`config.mk`:
```
export PLATFORM = sky130hd
export DESIGN_NAME = bram_rr_arbiter_flat
export DESIGN_NICKNAME = d
export VERILOG_FILES = /design/src/rtl/bram_rr_arbiter_if.sv /design/src/rtl/bram_rr_arbiter.sv /design/src/flat_wrapper.sv
export SDC_FILE = /design/constraint.sdc
export NUM_CORES = 1
export LEC_CHECK = 0
export CORE_MARGIN = 1
export CORE_UTILIZATION = 43
export CTS_CLUSTER_SIZE = 24
export DETAILED_ROUTE_END_ITERATION = 7
export DONT_BUFFER_PORTS = 1
export PLACE_DENSITY_LB_ADDON = 0.08
export REMOVE_ABC_BUFFERS = 1
export SLEW_MARGIN = 20
export SYNTH_ARGS = -nofsm -noshare
export SYNTH_HDL_FRONTEND = slang
export SYNTH_SLANG_ARGS = --single-unit
```
`constraint.sdc`:
```
create_clock -name clk -period 2.1 [get_ports clk]
set_clock_uncertainty 0.2 [all_clocks]
set_input_delay 0.42 -clock clk [delete_from_list [all_inputs] [get_ports clk]]
set_output_delay 0.42 -clock clk [all_outputs]
set_load 0.02 [all_outputs]
```
`src/rtl/bram_rr_arbiter_if.sv`:
```
// Requester-side and RAM-side signal bundle for bram_rr_arbiter.
// The arbiter uses the slave modport; the client/RAM environment uses master.
interface bram_rr_arbiter_if #(
  parameter int DATA_WIDTH    = 8,
  parameter int ADDRESS_WIDTH = 8
);
  logic                     req_0;
  logic                     req_1;
  logic                     we_0;
  logic                     we_1;
  logic [ADDRESS_WIDTH-1:0] addr_0;
  logic [ADDRESS_WIDTH-1:0] addr_1;
  logic [DATA_WIDTH-1:0]    wdata_0;
  logic [DATA_WIDTH-1:0]    wdata_1;
  logic                     gnt_0;
  logic                     gnt_1;
  logic                     rvalid_0;
  logic                     rvalid_1;
  logic [DATA_WIDTH-1:0]    rdata;
  logic                     mem_cs;
  logic                     mem_we;
  logic                     mem_oe;
  logic [ADDRESS_WIDTH-1:0] mem_address;
  logic [DATA_WIDTH-1:0]    mem_din;
  logic [DATA_WIDTH-1:0]    mem_dout;

  modport slave (
    input  req_0, req_1, we_0, we_1, addr_0, addr_1, wdata_0, wdata_1, mem_dout,
    output gnt_0, gnt_1, rvalid_0, rvalid_1, rdata,
    output mem_cs, mem_we, mem_oe, mem_address, mem_din
  );

  modport master (
    output req_0, req_1, we_0, we_1, addr_0, addr_1, wdata_0, wdata_1, mem_dout,
    input  gnt_0, gnt_1, rvalid_0, rvalid_1, rdata,
    input  mem_cs, mem_we, mem_oe, mem_address, mem_din
  );
endinterface

```
`src/rtl/bram_rr_arbiter.sv`:
```
// Two-port arbiter sharing one single-port synchronous BRAM, one access in flight.
// Define BRAM_ARB_FIXED_PRIO_EN for fixed priority (port 0 wins); default is round-robin.
module bram_rr_arbiter #(
  parameter int DATA_WIDTH    = 8,
  parameter int ADDRESS_WIDTH = 8
) (
  input  logic               clk,
  input  logic               rst,
  bram_rr_arbiter_if.slave   bus
);

  typedef enum logic [1:0] {
    IDLE   = 2'd0,
    CMD    = 2'd1,
    RDWAIT = 2'd2,
    RESP   = 2'd3
  } state_e;

  state_e                   state_q, state_d;
  logic                     id_q, id_d;
  logic                     gnt_0_q, gnt_0_d;
  logic                     gnt_1_q, gnt_1_d;
  logic                     rvalid_0_q, rvalid_0_d;
  logic                     rvalid_1_q, rvalid_1_d;
  logic                     mem_cs_q, mem_cs_d;
  logic                     mem_we_q, mem_we_d;
  logic                     mem_oe_q, mem_oe_d;
  logic [ADDRESS_WIDTH-1:0] mem_address_q, mem_address_d;
  logic [DATA_WIDTH-1:0]    mem_din_q, mem_din_d;
  logic [DATA_WIDTH-1:0]    rdata_q, rdata_d;

  logic                     any_req;
  logic                     win;
  logic                     sel_we;
  logic [ADDRESS_WIDTH-1:0] sel_addr;
  logic [DATA_WIDTH-1:0]    sel_wdata;

  assign any_req = bus.req_0 | bus.req_1;

`ifdef BRAM_ARB_FIXED_PRIO_EN
  // Port 0 always wins a tie; win only matters while some port requests.
  always_comb begin
    win = ~bus.req_0;
  end
`else
  logic last_q, last_d;

  always_comb begin
    win = (bus.req_0 & bus.req_1) ? ~last_q : bus.req_1;
  end

  always_comb begin
    last_d = last_q;
    if (state_q == IDLE && any_req) begin
      last_d = win;
    end
  end

  // Reset to 1 so that port 0 wins the first tie.
  always_ff @(posedge clk or posedge rst) begin
    if (rst) begin
      last_q <= 1'b1;
    end else begin
      last_q <= last_d;
    end
  end
`endif

  always_comb begin
    sel_we    = win ? bus.we_1    : bus.we_0;
    sel_addr  = win ? bus.addr_1  : bus.addr_0;
    sel_wdata = win ? bus.wdata_1 : bus.wdata_0;
  end

  // The *_d outputs describe the cycle the FSM is entering, so every output
  // is a flop that lines up exactly with its state.
  always_comb begin
    // NOTE: every signal gets a default before the case so no path leaves one
    // unassigned, which would otherwise infer a latch.
    state_d       = state_q;
    id_d          = id_q;
    rdata_d       = rdata_q;
    gnt_0_d       = 1'b0;
    gnt_1_d       = 1'b0;
    rvalid_0_d    = 1'b0;
    rvalid_1_d    = 1'b0;
    mem_cs_d      = 1'b0;
    mem_we_d      = 1'b0;
    mem_oe_d      = 1'b0;
    mem_address_d = '0;
    mem_din_d     = '0;

    case (state_q)
      IDLE: begin
        if (any_req) begin
          state_d       = CMD;
          id_d          = win;
          mem_cs_d      = 1'b1;
          mem_we_d      = sel_we;
          mem_oe_d      = ~sel_we;
          mem_address_d = sel_addr;
          mem_din_d     = sel_wdata;
          gnt_0_d       = ~win;
          gnt_1_d       = win;
        end
      end
      CMD: begin
        state_d = mem_we_q ? IDLE : RDWAIT;
      end
      RDWAIT: begin
        // RAM output is valid now, one cycle after the read command edge.
        state_d    = RESP;
        rdata_d    = bus.mem_dout;
        rvalid_0_d = ~id_q;
        rvalid_1_d = id_q;
      end
      RESP: begin
        state_d = IDLE;
      end
      default: begin
        state_d = IDLE;
      end
    endcase
  end

  always_ff @(posedge clk or posedge rst) begin
    if (rst) begin
      state_q       <= IDLE;
      id_q          <= 1'b0;
      gnt_0_q       <= 1'b0;
      gnt_1_q       <= 1'b0;
      rvalid_0_q    <= 1'b0;
      rvalid_1_q    <= 1'b0;
      mem_cs_q      <= 1'b0;
      mem_we_q      <= 1'b0;
      mem_oe_q      <= 1'b0;
      mem_address_q <= '0;
      mem_din_q     <= '0;
      rdata_q       <= '0;
    end else begin
      // NOTE: non-blocking assignments so every flop samples pre-edge values.
      state_q       <= state_d;
      id_q          <= id_d;
      gnt_0_q       <= gnt_0_d;
      gnt_1_q       <= gnt_1_d;
      rvalid_0_q    <= rvalid_0_d;
      rvalid_1_q    <= rvalid_1_d;
      mem_cs_q      <= mem_cs_d;
      mem_we_q      <= mem_we_d;
      mem_oe_q      <= mem_oe_d;
      mem_address_q <= mem_address_d;
      mem_din_q     <= mem_din_d;
      rdata_q       <= rdata_d;
    end
  end

  assign bus.gnt_0       = gnt_0_q;
  assign bus.gnt_1       = gnt_1_q;
  assign bus.rvalid_0    = rvalid_0_q;
  assign bus.rvalid_1    = rvalid_1_q;
  assign bus.rdata       = rdata_q;
  assign bus.mem_cs      = mem_cs_q;
  assign bus.mem_we      = mem_we_q;
  assign bus.mem_oe      = mem_oe_q;
  assign bus.mem_address = mem_address_q;
  assign bus.mem_din     = mem_din_q;

endmodule

```
`src/flat_wrapper.sv`:
```
// flat-port wrapper written by rule: the top's interface ports become plain ports
module bram_rr_arbiter_flat 
#(
  parameter int DATA_WIDTH    = 8,
  parameter int ADDRESS_WIDTH = 8
)
  (clk, rst, bus_req_0, bus_req_1, bus_we_0, bus_we_1, bus_addr_0, bus_addr_1, bus_wdata_0, bus_wdata_1, bus_mem_dout, bus_gnt_0, bus_gnt_1, bus_rvalid_0, bus_rvalid_1, bus_rdata, bus_mem_cs, bus_mem_we, bus_mem_oe, bus_mem_address, bus_mem_din);
  bram_rr_arbiter_if #(.DATA_WIDTH(DATA_WIDTH), .ADDRESS_WIDTH(ADDRESS_WIDTH)) bus_i ();
  input  logic clk;
  input  logic rst;
  input wire logic [$bits(bus_i.req_0)-1:0] bus_req_0;
  input wire logic [$bits(bus_i.req_1)-1:0] bus_req_1;
  input wire logic [$bits(bus_i.we_0)-1:0] bus_we_0;
  input wire logic [$bits(bus_i.we_1)-1:0] bus_we_1;
  input wire logic [$bits(bus_i.addr_0)-1:0] bus_addr_0;
  input wire logic [$bits(bus_i.addr_1)-1:0] bus_addr_1;
  input wire logic [$bits(bus_i.wdata_0)-1:0] bus_wdata_0;
  input wire logic [$bits(bus_i.wdata_1)-1:0] bus_wdata_1;
  input wire logic [$bits(bus_i.mem_dout)-1:0] bus_mem_dout;
  output wire logic [$bits(bus_i.gnt_0)-1:0] bus_gnt_0;
  output wire logic [$bits(bus_i.gnt_1)-1:0] bus_gnt_1;
  output wire logic [$bits(bus_i.rvalid_0)-1:0] bus_rvalid_0;
  output wire logic [$bits(bus_i.rvalid_1)-1:0] bus_rvalid_1;
  output wire logic [$bits(bus_i.rdata)-1:0] bus_rdata;
  output wire logic [$bits(bus_i.mem_cs)-1:0] bus_mem_cs;
  output wire logic [$bits(bus_i.mem_we)-1:0] bus_mem_we;
  output wire logic [$bits(bus_i.mem_oe)-1:0] bus_mem_oe;
  output wire logic [$bits(bus_i.mem_address)-1:0] bus_mem_address;
  output wire logic [$bits(bus_i.mem_din)-1:0] bus_mem_din;
  assign bus_i.req_0 = bus_req_0;
  assign bus_i.req_1 = bus_req_1;
  assign bus_i.we_0 = bus_we_0;
  assign bus_i.we_1 = bus_we_1;
  assign bus_i.addr_0 = bus_addr_0;
  assign bus_i.addr_1 = bus_addr_1;
  assign bus_i.wdata_0 = bus_wdata_0;
  assign bus_i.wdata_1 = bus_wdata_1;
  assign bus_i.mem_dout = bus_mem_dout;
  assign bus_gnt_0 = bus_i.gnt_0;
  assign bus_gnt_1 = bus_i.gnt_1;
  assign bus_rvalid_0 = bus_i.rvalid_0;
  assign bus_rvalid_1 = bus_i.rvalid_1;
  assign bus_rdata = bus_i.rdata;
  assign bus_mem_cs = bus_i.mem_cs;
  assign bus_mem_we = bus_i.mem_we;
  assign bus_mem_oe = bus_i.mem_oe;
  assign bus_mem_address = bus_i.mem_address;
  assign bus_mem_din = bus_i.mem_din;
  bram_rr_arbiter #(.DATA_WIDTH(DATA_WIDTH), .ADDRESS_WIDTH(ADDRESS_WIDTH)) u_core (.clk(clk), .rst(rst), .bus(bus_i));
endmodule
```
# == Word level (Yosys, flattened, before mapping) ==
# Cells that the tools add are included.
# word_totals
regBits,35
in_bits,46
output_inout_bits,31
word_cells,49
# op_classes
n_eq_ne,4
muxes,23
bitwise_logic,6
n_reduce_logical,3
# op_table
operator,n
8-bit two-way mux,6
1-bit two-way mux,14
2-bit case mux with 4 select lines,1
2-bit equality test (second input constant),2
2-bit two-way mux,2
1-bit NOT,4
2-bit by 1-bit equality test with 1-bit output (second input constant),1
2-bit logical NOT,1
2-bit by 1-bit != test with 1-bit output (second input constant),1
2-bit AND reduction,1
1-bit AND,1
1-bit logical AND,1
1-bit bitwise OR,1

# == Depth between registers and ports, before layout ==
# Gate-level depths: netlist of the first run.
# logic_depth
ltp_word,6
ltp_mapped,5
mapped_depth_nobuf,3

# == Worst setup path after synthesis of the first run ==
# Ideal clock, no wire load.
# synth_timing
path_type,register to register
start,reg u_core.last_q
end,reg u_core.mem_din_q[0] (netlist: u_core.bus.mem_din[0])
setup_time_ns,0.121
arrival_time_ns,1.177
required_ns,1.779
setup_slack_ns,0.602
path_stages_with_launch,6
path_buffers,2
synth_period_minus_slack_ns,1.498
cell_sequence,dfstp_2 > a21boi_1 > and2_1 > buf_4 > buf_6 > a22o_1
# synth_via
elab_chain_len,5
# synth_rtl
item,line,text
start: declaration,bram_rr_arbiter.sv:46,"logic last_q, last_d;"
start signal: assignment,bram_rr_arbiter.sv:64,last_q <= last_d;
1-bit NOT,bram_rr_arbiter.sv:49,win = (bus.req_0 & bus.req_1) ? ~last_q : bus.req_1;
1-bit two-way mux,bram_rr_arbiter.sv:49,
8-bit two-way mux,bram_rr_arbiter.sv:72,sel_wdata = win ? bus.wdata_1 : bus.wdata_0;
8-bit two-way mux,bram_rr_arbiter.sv:95,if (any_req) begin
8-bit two-way mux,bram_rr_arbiter.sv:93,case (state_q)
via u_core.mem_din_d[0],bram_rr_arbiter.sv:29,"logic [DATA_WIDTH-1:0] mem_din_q, mem_din_d;"
end signal: assignment,bram_rr_arbiter.sv:152,mem_din_q <= mem_din_d;
end: declaration,bram_rr_arbiter.sv:29,
# The timed path passes the listed nets, and every way through them passes these cells.
# A chain may end at the register's enable or synchronous reset.

# == Worst setup path after layout of the first run ==
# layout_timing
start,reg u_core.last_q
end,reg u_core.mem_din_q[4] (netlist: u_core.bus.mem_din[4])
# The elaborated chain is that of the path after synthesis.

==> impl_metrics.ini, run 1 <==
[outcome]
outcome = completed

[route]
wl_um = 2040
drcViolationCount = 0
vias_per_cell = 5.70
wl_per_cell_um = 15.9
via_count = 729
drt_iter0_markers = 13
ant_nets = 0
firstDrtPassIters = 4

[cells_and_area]
seq_area_um2 = 877
area_growth_pct = 10.5
n_fill_cell = 253
antennaDiodeCount = 0
nets = 142
multi_input_area_um2 = 334
drive_gt1_frac = 0.165

[sta]
finalSetupViolCount = 0
final_hold_viol_count = 0
worstMarginPinSlew_ns = 0.586
drv_slew = 0
timing.final.ws_setup_ns = 0.433
period_share = 0.794
setup_tns_ns = 0
max_freq_ghz = 0.600
fin_crit_ns = 1.67
relSlewSlack = 0.609
rsz0062_at_grt = false

[floorplanning]
dieArea_um2 = 3160
initial_core_util = 0.458
ioPinCount = 77
core_um2 = 2760
die_h_um = 56.2
die_width_um = 56.2
rows = 19

[setup_path]
slowest_stage = dfstp_2
cp.depth = 3
r2r_cells = 3
crit_type = flop to flop
r2r_end = u_core.bus.mem_din[4]
worstPathCellList = nand2b_1, and3_1, a22o_1
critical_path.endpoint_type = flop
critPathTopFamily = simple AND/OR/NAND/NOR gates
worstPathArrival_ns = 1.73
setup.worst_path.start = u_core.last_q
start_kind = flop
crit_path_max_incr_delay_ns = 0.54
regToRegStartpoint = u_core.last_q
rrSetupSlack_ns = 0.43
worst-path-max-fanout = 17
crit_path_end = u_core.bus.mem_din[4]
critPathRequiredTime_ns = 2.16
path_buf_inv = 0

[yosys]
synth_top_area_cell = dfrtp_1
syn_inst = 86
syn_area_per_cell_um2 = 14.7
synthArstFlopShare = 1.00
synth_top_flop_cell = dfrtp_1
synth_edf_count = 0
ys_seq_area_frac = 0.695
synth_area_leaders = dfrtp_1 67%, a22o_1 11%, mux2_2 6.2%
yosysWarningCount = 0
syn_area_um2 = 1260
synth.distinct_cells = 20
synth_top_area_share = 0.674
ys_ff_latch = 35

[place]
dpl.hpwl_um = 1390
gp_congestion = 0.644
io_buffers = 0
pre_cts_ws_ns = 0.419

[clock_network]
path_clk_slew_ns = 0.09
clockRootBuffer = clkbuf_4
h-tree-depth = 2
cts_tree = yes
postCtsSetupBuffers = 0
clk_latency_ns = 0.32
numClockSinks = 35
clockBufferDepth = 2
numCtsBuffers = 5

[min_path]
hold_class = input port to flop

[power]
powerDensity_nw_per_um2 = 1470
leakagePower_nw = 0.683
ir_drop_v = 0.00100

[grt]
grt_pass1_wl_um = 3170
grt_usage = 0.139
antenna_found_initial = 0
grt-ovfl-total = 0
grt_max_degree = 20
grt_pass1_vias = 681

[job]
cap_viol_max_count = 0
## final cells by class
class / instances / area share
clock buffer: 8 / 0.0350
inverter: 3 / 0.00807
multi-input combinational: 43 / 0.239
sequential: 35 / 0.629
tap: 31 / 0.0278
timing repair buffer: 8 / 0.0610
## worst reg2reg max path, delay by kind of cell (launching register included)
| family | cells | cell delay, ns |
|---|---|---|
| AOI/OAI and AO/OA | 1 | 0.25 |
| DFF | 1 | 0.54 |
| and+or+nand+nor | 2 | 0.62 |
## stage by stage
stage	power, mW	cell area (um2)	std cells	util	hold slack, ns
6_report	2.06	1400	128	0.506	0.0192
5_1_grt	2.19	1400	128	0.506	-0.00422
4_1_cts	2.07	1360	124	0.491	0.00425
3_5_place_dp	1.74	1300	115	0.470	0.172
3_3_place_gp	1.72	1300	115	0.470	0.174
2_1_floorplan	1.63	1220	81	-	0.226
## kinds of logic after synthesis
| family | after synthesis | share of synthesized area |
|---|---|---|
| AO/OA/AOI/OAI | 20 | 0.133 |
| buffers and inverters | 8 | 0.0406 |
| flip-flops | 35 | 0.695 |
| multiplexers | 9 | 0.0793 |
| AND/OR/NAND/NOR | 14 | 0.0525 |
## flip-flops by register name (all words and copies together), names as in the netlist, named ones only
register and cells:
u_core.bus.mem_address 8, u_core.bus.mem_din 8, u_core.bus.rdata 8, u_core.bus.gnt_0 1, u_core.bus.gnt_1 1, u_core.bus.mem_cs 1
u_core.bus.mem_oe 1, u_core.bus.mem_we 1, u_core.bus.rvalid_0 1, u_core.bus.rvalid_1 1, u_core.id_q 1, u_core.last_q 1
u_core.state_q 1
## worst min-delay path by stage
stage	startpoint	endpoint	slack, ns	depth (start not counted)
floorplan	u_core.id_q	u_core.bus.rvalid_0	0.23	1
global placement	rst	u_core.bus.rvalid_0	0.17	1
detailed placement	rst	u_core.bus.rvalid_1	0.17	1
CTS	bus_mem_dout[4]	u_core.bus.rdata[4]	0.004	1
global route	bus_wdata_0[6]	u_core.bus.mem_din[6]	-0.004	1
finish	bus_req_0	u_core.state_q[0]	0.02	2
## metal layers
metal | routed length, um | part of all wire | global-route usage
met5 | 0 | 0 | 0
met4 | 23 | 0.011 | 0.0627
met3 | 249 | 0.12 | 0.0907
met2 | 997 | 0.49 | 0.216
met1 | 768 | 0.38 | 0.147
## synthesized netlist by cell type (2+ instances only)
master	n
buf_2	2
mux2_2	7
nand2b_1	2
inv_1	3
nor2_1	6
a21o_1	2
buf_6	2
a22o_1	16
nand2_1	2
dfrtp_1	34
## what timing repair did
item / in CTS / in global routing
resized for setup: 0 / 0
hold endpoints to repair: 11 / 4
endpoints found under the setup margin: 0 / 0
hold buffers: 1 / 4
## power breakdown
part	internal, mW	switching (mW)
combinational	0.220	0.194
sequential	0.923	0.387
clock	0.133	0.199
## cells in the final DEF, fill, tap and decap left out
master / count
mux2_1: 1
buf_12: 1
inv_1: 3
o21ai_0: 1
nor3_1: 1
nor2_1: 6
clkbuf_1: 3
nor2b_1: 1
nand2_1: 2
and3_1: 1
dfrtp_1: 34
a21boi_1: 1
clkbuf_4: 5
dfstp_2: 1
nand2b_1: 2
mux2i_1: 1
mux2_2: 7
a22o_1: 16
buf_4: 2
a21o_1: 2
dlygate4sd3_1: 5
and2_1: 1
Note: power is estimated with default switching activity, not from simulation.
==> run 2: changes to the inputs <==
==> constraint.sdc (replaced) <==
create_clock -name clk -period 1.69 [get_ports clk]
set_clock_uncertainty 0.2 [all_clocks]
set_input_delay 0.338 -clock clk [delete_from_list [all_inputs] [get_ports clk]]
set_output_delay 0.338 -clock clk [all_outputs]
set_load 0.02 [all_outputs]
==> run 2 against run 1 <==
Against the previous run:
- non-clock buffer count increased by 40
- highest routed layer unchanged
- worst hold slack improved by 0.10 ns
- via count increased by 23%
- critical path depth increased by 1
- register-to-register slack got worse by 0.26 ns
- global-route usage increased by 4.1 points
- largest power group unchanged
- first-iteration DRC count increased by 69%
- routed wire length increased by 27%
- count of clock-buffer cells in the layout unchanged
- total power increased by 33%
==> impl_metrics.ini, run 2 (synthesis gave the netlist of run 1 again) <==
[setup_path]
worstPathArrival_ns = 1.62
critical_path.endpoint_type = flop
path_buf_inv = 2
start_kind = input port
rrSetupSlack_ns = 0.17
worst-path-max-fanout = 4
crit_type = input port to flop
critPathTopFamily = buffers and inverters
regToRegStartpoint = u_core.state_q[0]
r2r_end = u_core.bus.rdata[5]
critPathRequiredTime_ns = 1.72
r2r_cells = 2
worstPathCellList = dlygate4sd3_1, nor3_1, dlygate4sd3_1, nor2_1
slowest_stage = dlygate4sd3_1
cpMostUsedCell = dlygate4sd3_1
crit_path_max_incr_delay_ns = 0.58

[min_path]
min_to = u_core.bus.mem_cs
min_path_cells = 2
hold_class = input port to flop
min_from = bus_req_0

[route]
wl_um = 2590
ant_nets = 0
firstDrtPassIters = 4
wl_per_cell_um = 15.4
vias_per_cell = 5.35
drt_iter0_markers = 22
drcViolationCount = 0
via_count = 899

[sta]
max_freq_ghz = 0.628
period_share = 0.942
fin_crit_ns = 1.59
worstMarginPinSlew_ns = 0.573
finalSetupViolCount = 0
rsz0062_at_grt = false
drv_slew = 0
relSlewSlack = 0.614
setup_tns_ns = 0
final_hold_viol_count = 0

[clock_network]
h-tree-depth = 2
path_clk_slew_ns = 0.09
numCtsBuffers = 5
clk_latency_ns = 0.33
postCtsSetupBuffers = 0
numClockSinks = 35
clockBufferDepth = 2
cts_tree = yes
clockRootBuffer = clkbuf_4

[cells_and_area]
fin_cells = 168
seq_area_um2 = 877
antennaDiodeCount = 0
area_growth_pct = 42.9
n_fill_cell = 208
final_cell_mix = 45 x dlygate4sd3_1, 34 x dfrtp_1, 16 x a22o_1
nets = 182
multi_input_area_um2 = 335
design_area_um2 = 1800
layout_commonest_cell = dlygate4sd3_1
drive_gt1_frac = 0.139

[floorplanning]
die_width_um = 56.2
dieArea_um2 = 3160
core_um2 = 2760
initial_core_util = 0.458
die_h_um = 56.2
ioPinCount = 77
rows = 19

[power]
power_mw = 2.74
powerDensity_nw_per_um2 = 1520
ir_drop_v = 0.00133
leakagePower_nw = 0.860

[grt]
grt_usage = 0.180
antenna_found_initial = 0
grt_max_degree = 22
grt-ovfl-total = 0
grt_pass1_vias = 908
grt_pass1_wl_um = 4120

[place]
placed_area_um2 = 1280
gp_congestion = 0.699
dpl.hpwl_um = 1390
placed_cells = 115
io_buffers = 0

[job]
cap_viol_max_count = 0

[outcome]
outcome = completed
==> run 2: changes by cell type in the layout (fill, tap and decap cells not counted), sizes merged <==
cell / before / now
dlygate4sd3: 5 / 45
==> run 2: repair_timing <==
item | 4_1_cts | 5_1_grt
setup endpoints to repair | 1 | 0
gates resized for setup | 1 | 0
hold buffers | 45 | 0
endpoints found under the hold margin | 61 | 0
==> run 2: area by class of cell <==
cell class                      instances  area share
Tap cell                               31      0.0215
Multi-Input combinational cell         43       0.186
Inverter                                3     0.00624
Timing Repair Buffer                   48       0.262
Clock buffer                            8      0.0381
Sequential cell                        35       0.486
==> run 2: worst max-delay path by stage <==
stage / cells past startpoint / end / from
finish: 4 / u_core.state_q[0] / bus_req_0
global route: 2 / u_core.bus.rdata[5] / u_core.state_q[0]
CTS: 2 / u_core.bus.rdata[3] / u_core.state_q[0]
detailed placement: 3 / u_core.bus.mem_address[4] / u_core.state_q[0]
global placement: 3 / u_core.bus.mem_din[5] / bus_req_1
floorplan: 3 / u_core.bus.mem_address[0] / u_core.last_q
==> run 2: metal layers <==
metal  vias up  GRT usage  wire [um]
li1        399          -          -
met1       439      0.187        941
met2        55      0.303       1330
met3         6      0.102        280
met4         0     0.0627         40
met5         -          0          0
==> run 2: through the flow <==
step / util / worst slack, ns / hold slack, ns
2_1_floorplan: - / 0.224 / 0.226
3_3_place_gp: 0.466 / 0.0713 / 0.0582
6_report: 0.654 / 0.0978 / 0.123
5_1_grt: 0.654 / 0.0972 / 0.136
4_1_cts: 0.654 / 0.149 / 0.106
3_5_place_dp: 0.466 / 0.00901 / 0.0605
==> run 2: power by group <==
group,internal [mW],switching [mW]
combinational,0.337,0.265
clock,0.245,0.255
sequential,1.15,0.488
==> run 3: changes to the inputs <==
==> constraint.sdc (replaced) <==
create_clock -name clk -period 1.69 [get_ports clk]
set_clock_uncertainty 0.2 [all_clocks]
set_input_delay 0.338 -clock clk [delete_from_list [all_inputs] [get_ports clk]]
set_output_delay 0.338 -clock clk [all_outputs]
set_load 0.1 [all_outputs]
==> run 3 against run 2 <==
Against the previous run:
- utilization increased by 11 points
- worst setup slack got worse by 0.025 ns
- sequential share of layout area is 6.8 points lower
- register-to-register slack got worse by 0.02 ns
- fmax down 1.6%
- sequential cell count unchanged
- routed wire length grew 11%
- design area up 16%
- worst hold slack worse by 0.0050 ns
- global-route usage rose by 2.4 points
- critical path depth stayed put
- first-iteration DRC count is 77% higher
==> impl_metrics.ini, run 3 (synthesis gave the netlist of run 1 again) <==
[sta]
worstMarginPinSlew_ns = 0.551
timing.final.ws_setup_ns = 0.0724
finalSetupViolCount = 0
drv_slew = 0
period_share = 0.957
final_hold_viol_count = 0
fin_crit_ns = 1.62
rsz0062_at_grt = false
setup_tns_ns = 0
max_freq_ghz = 0.618
relSlewSlack = 0.632

[clock_network]
clockBufferDepth = 2
numClockSinks = 35
cts_tree = yes
path_clk_slew_ns = 0.09
h-tree-depth = 2
clockRootBuffer = clkbuf_4
clk_latency_ns = 0.32
numCtsBuffers = 5

[cells_and_area]
area_growth_pct = 66.3
nets = 213
utilization = 0.761
drive_gt1_frac = 0.298
antennaDiodeCount = 0
layout_commonest_cell = dlygate4sd3_1
n_fill_cell = 176
final_cell_mix = 45 x dlygate4sd3_1, 34 x dfrtp_1, 29 x buf_4

[setup_path]
critPathRequiredTime_ns = 1.70
crit_type = input port to flop
worst-path-max-fanout = 4
path_buf_inv = 2
worstPathCellList = dlygate4sd3_1, nor3_1, dlygate4sd3_1, nor2_1
rrSetupSlack_ns = 0.15
start_kind = input port
critPathTopFamily = buffers and inverters
r2r_cells = 3
slowest_stage = dlygate4sd3_1
regToRegStartpoint = u_core.last_q
r2r_end = u_core.bus.mem_din[6]
critical_path.endpoint_type = flop
crit_path_max_incr_delay_ns = 0.58
worstPathArrival_ns = 1.63
cpMostUsedCell = dlygate4sd3_1

[floorplanning]
die_h_um = 56.2
dieArea_um2 = 3160
initial_core_util = 0.458
die_width_um = 56.2
rows = 19
core_um2 = 2760
ioPinCount = 77

[min_path]
hold_class = input port to flop
min_from = bus_req_0
min_to = u_core.bus.mem_cs
min_path_cells = 2

[place]
gp_congestion = 0.706
dpl.hpwl_um = 1650
pre_cts_ws_ns = 0.0454
io_buffers = 0

[grt]
grt_pass1_wl_um = 4890
antenna_found_initial = 0
grt_usage = 0.204
grt_max_degree = 20
grt_pass1_vias = 1105
grt-ovfl-total = 0

[outcome]
outcome = completed

[route]
via_count = 1008
ant_nets = 0
wl_per_cell_um = 14.5
drt_iter0_markers = 39
vias_per_cell = 5.07
wl_um = 2880
firstDrtPassIters = 4
drcViolationCount = 0

[job]
cap_viol_max_count = 0
-- run 3: cell types whose count changed in the layout (fill, tap and decap cells not counted) --
cell / previous run / this run
buf_12: 0 / 5
buf_4: 3 / 29
-- run 3: worst register-to-register path, stage by stage, from the launching register on --
cell and delay, ns:
dfstp_2 0.56, a21boi_1 0.09, and2_2 0.33, a22o_1 0.24
-- run 3: repair_timing --
item,4_1_cts,5_1_grt
hold endpoints to repair,37,0
gates resized for setup,0,1
setup endpoints to repair,0,17
setup buffers,0,0
hold buffers,45,0
-- run 3: layout make-up --
class	instances	area (um2)	share of cell area
Tap cell	31	38.8	0.0185
Sequential cell	35	877	0.418
Multi-Input combinational cell	43	335	0.160
Timing Repair Buffer	79	768	0.366
Clock buffer	8	68.8	0.0328
Inverter	3	11.3	0.00536
-- run 3: worst max-delay path by stage --
stage,depth (start not counted),end,from,slack [ns]
4_1_cts,3,u_core.bus.mem_din[6],u_core.last_q,0.02
6_report,4,u_core.state_q[0],bus_req_0,0.07
5_1_grt,2,u_core.bus.rdata[5],u_core.state_q[0],0.07
2_1_floorplan,1,u_core.bus.rdata[4],u_core.bus.rdata[4],0.20
3_3_place_gp,3,u_core.bus.mem_din[5],u_core.state_q[0],0.11
3_5_place_dp,3,u_core.bus.mem_din[7],u_core.last_q,0.05
-- run 3: metrics by stage --
stage	instances	area [um2]	hold WS, ns
floorplan	81	1220	0.226
global placement	146	1580	0.0964
detailed placement	146	1580	0.107
CTS	199	2100	0.102
global route	199	2100	0.146
finish	199	2100	0.118
-- run 3: metal layers --
layer | track usage | vias up | routed length (um)
li1 | - | 462 | -
met1 | 0.263 | 484 | 1190
met2 | 0.330 | 55 | 1440
met3 | 0.0581 | 7 | 221
met4 | 0.0732 | 0 | 36
met5 | 0 | - | 0
Power of run 3 is not shown: default switching activity piles up to over one toggle a cycle in this logic, so the estimate is an artifact.
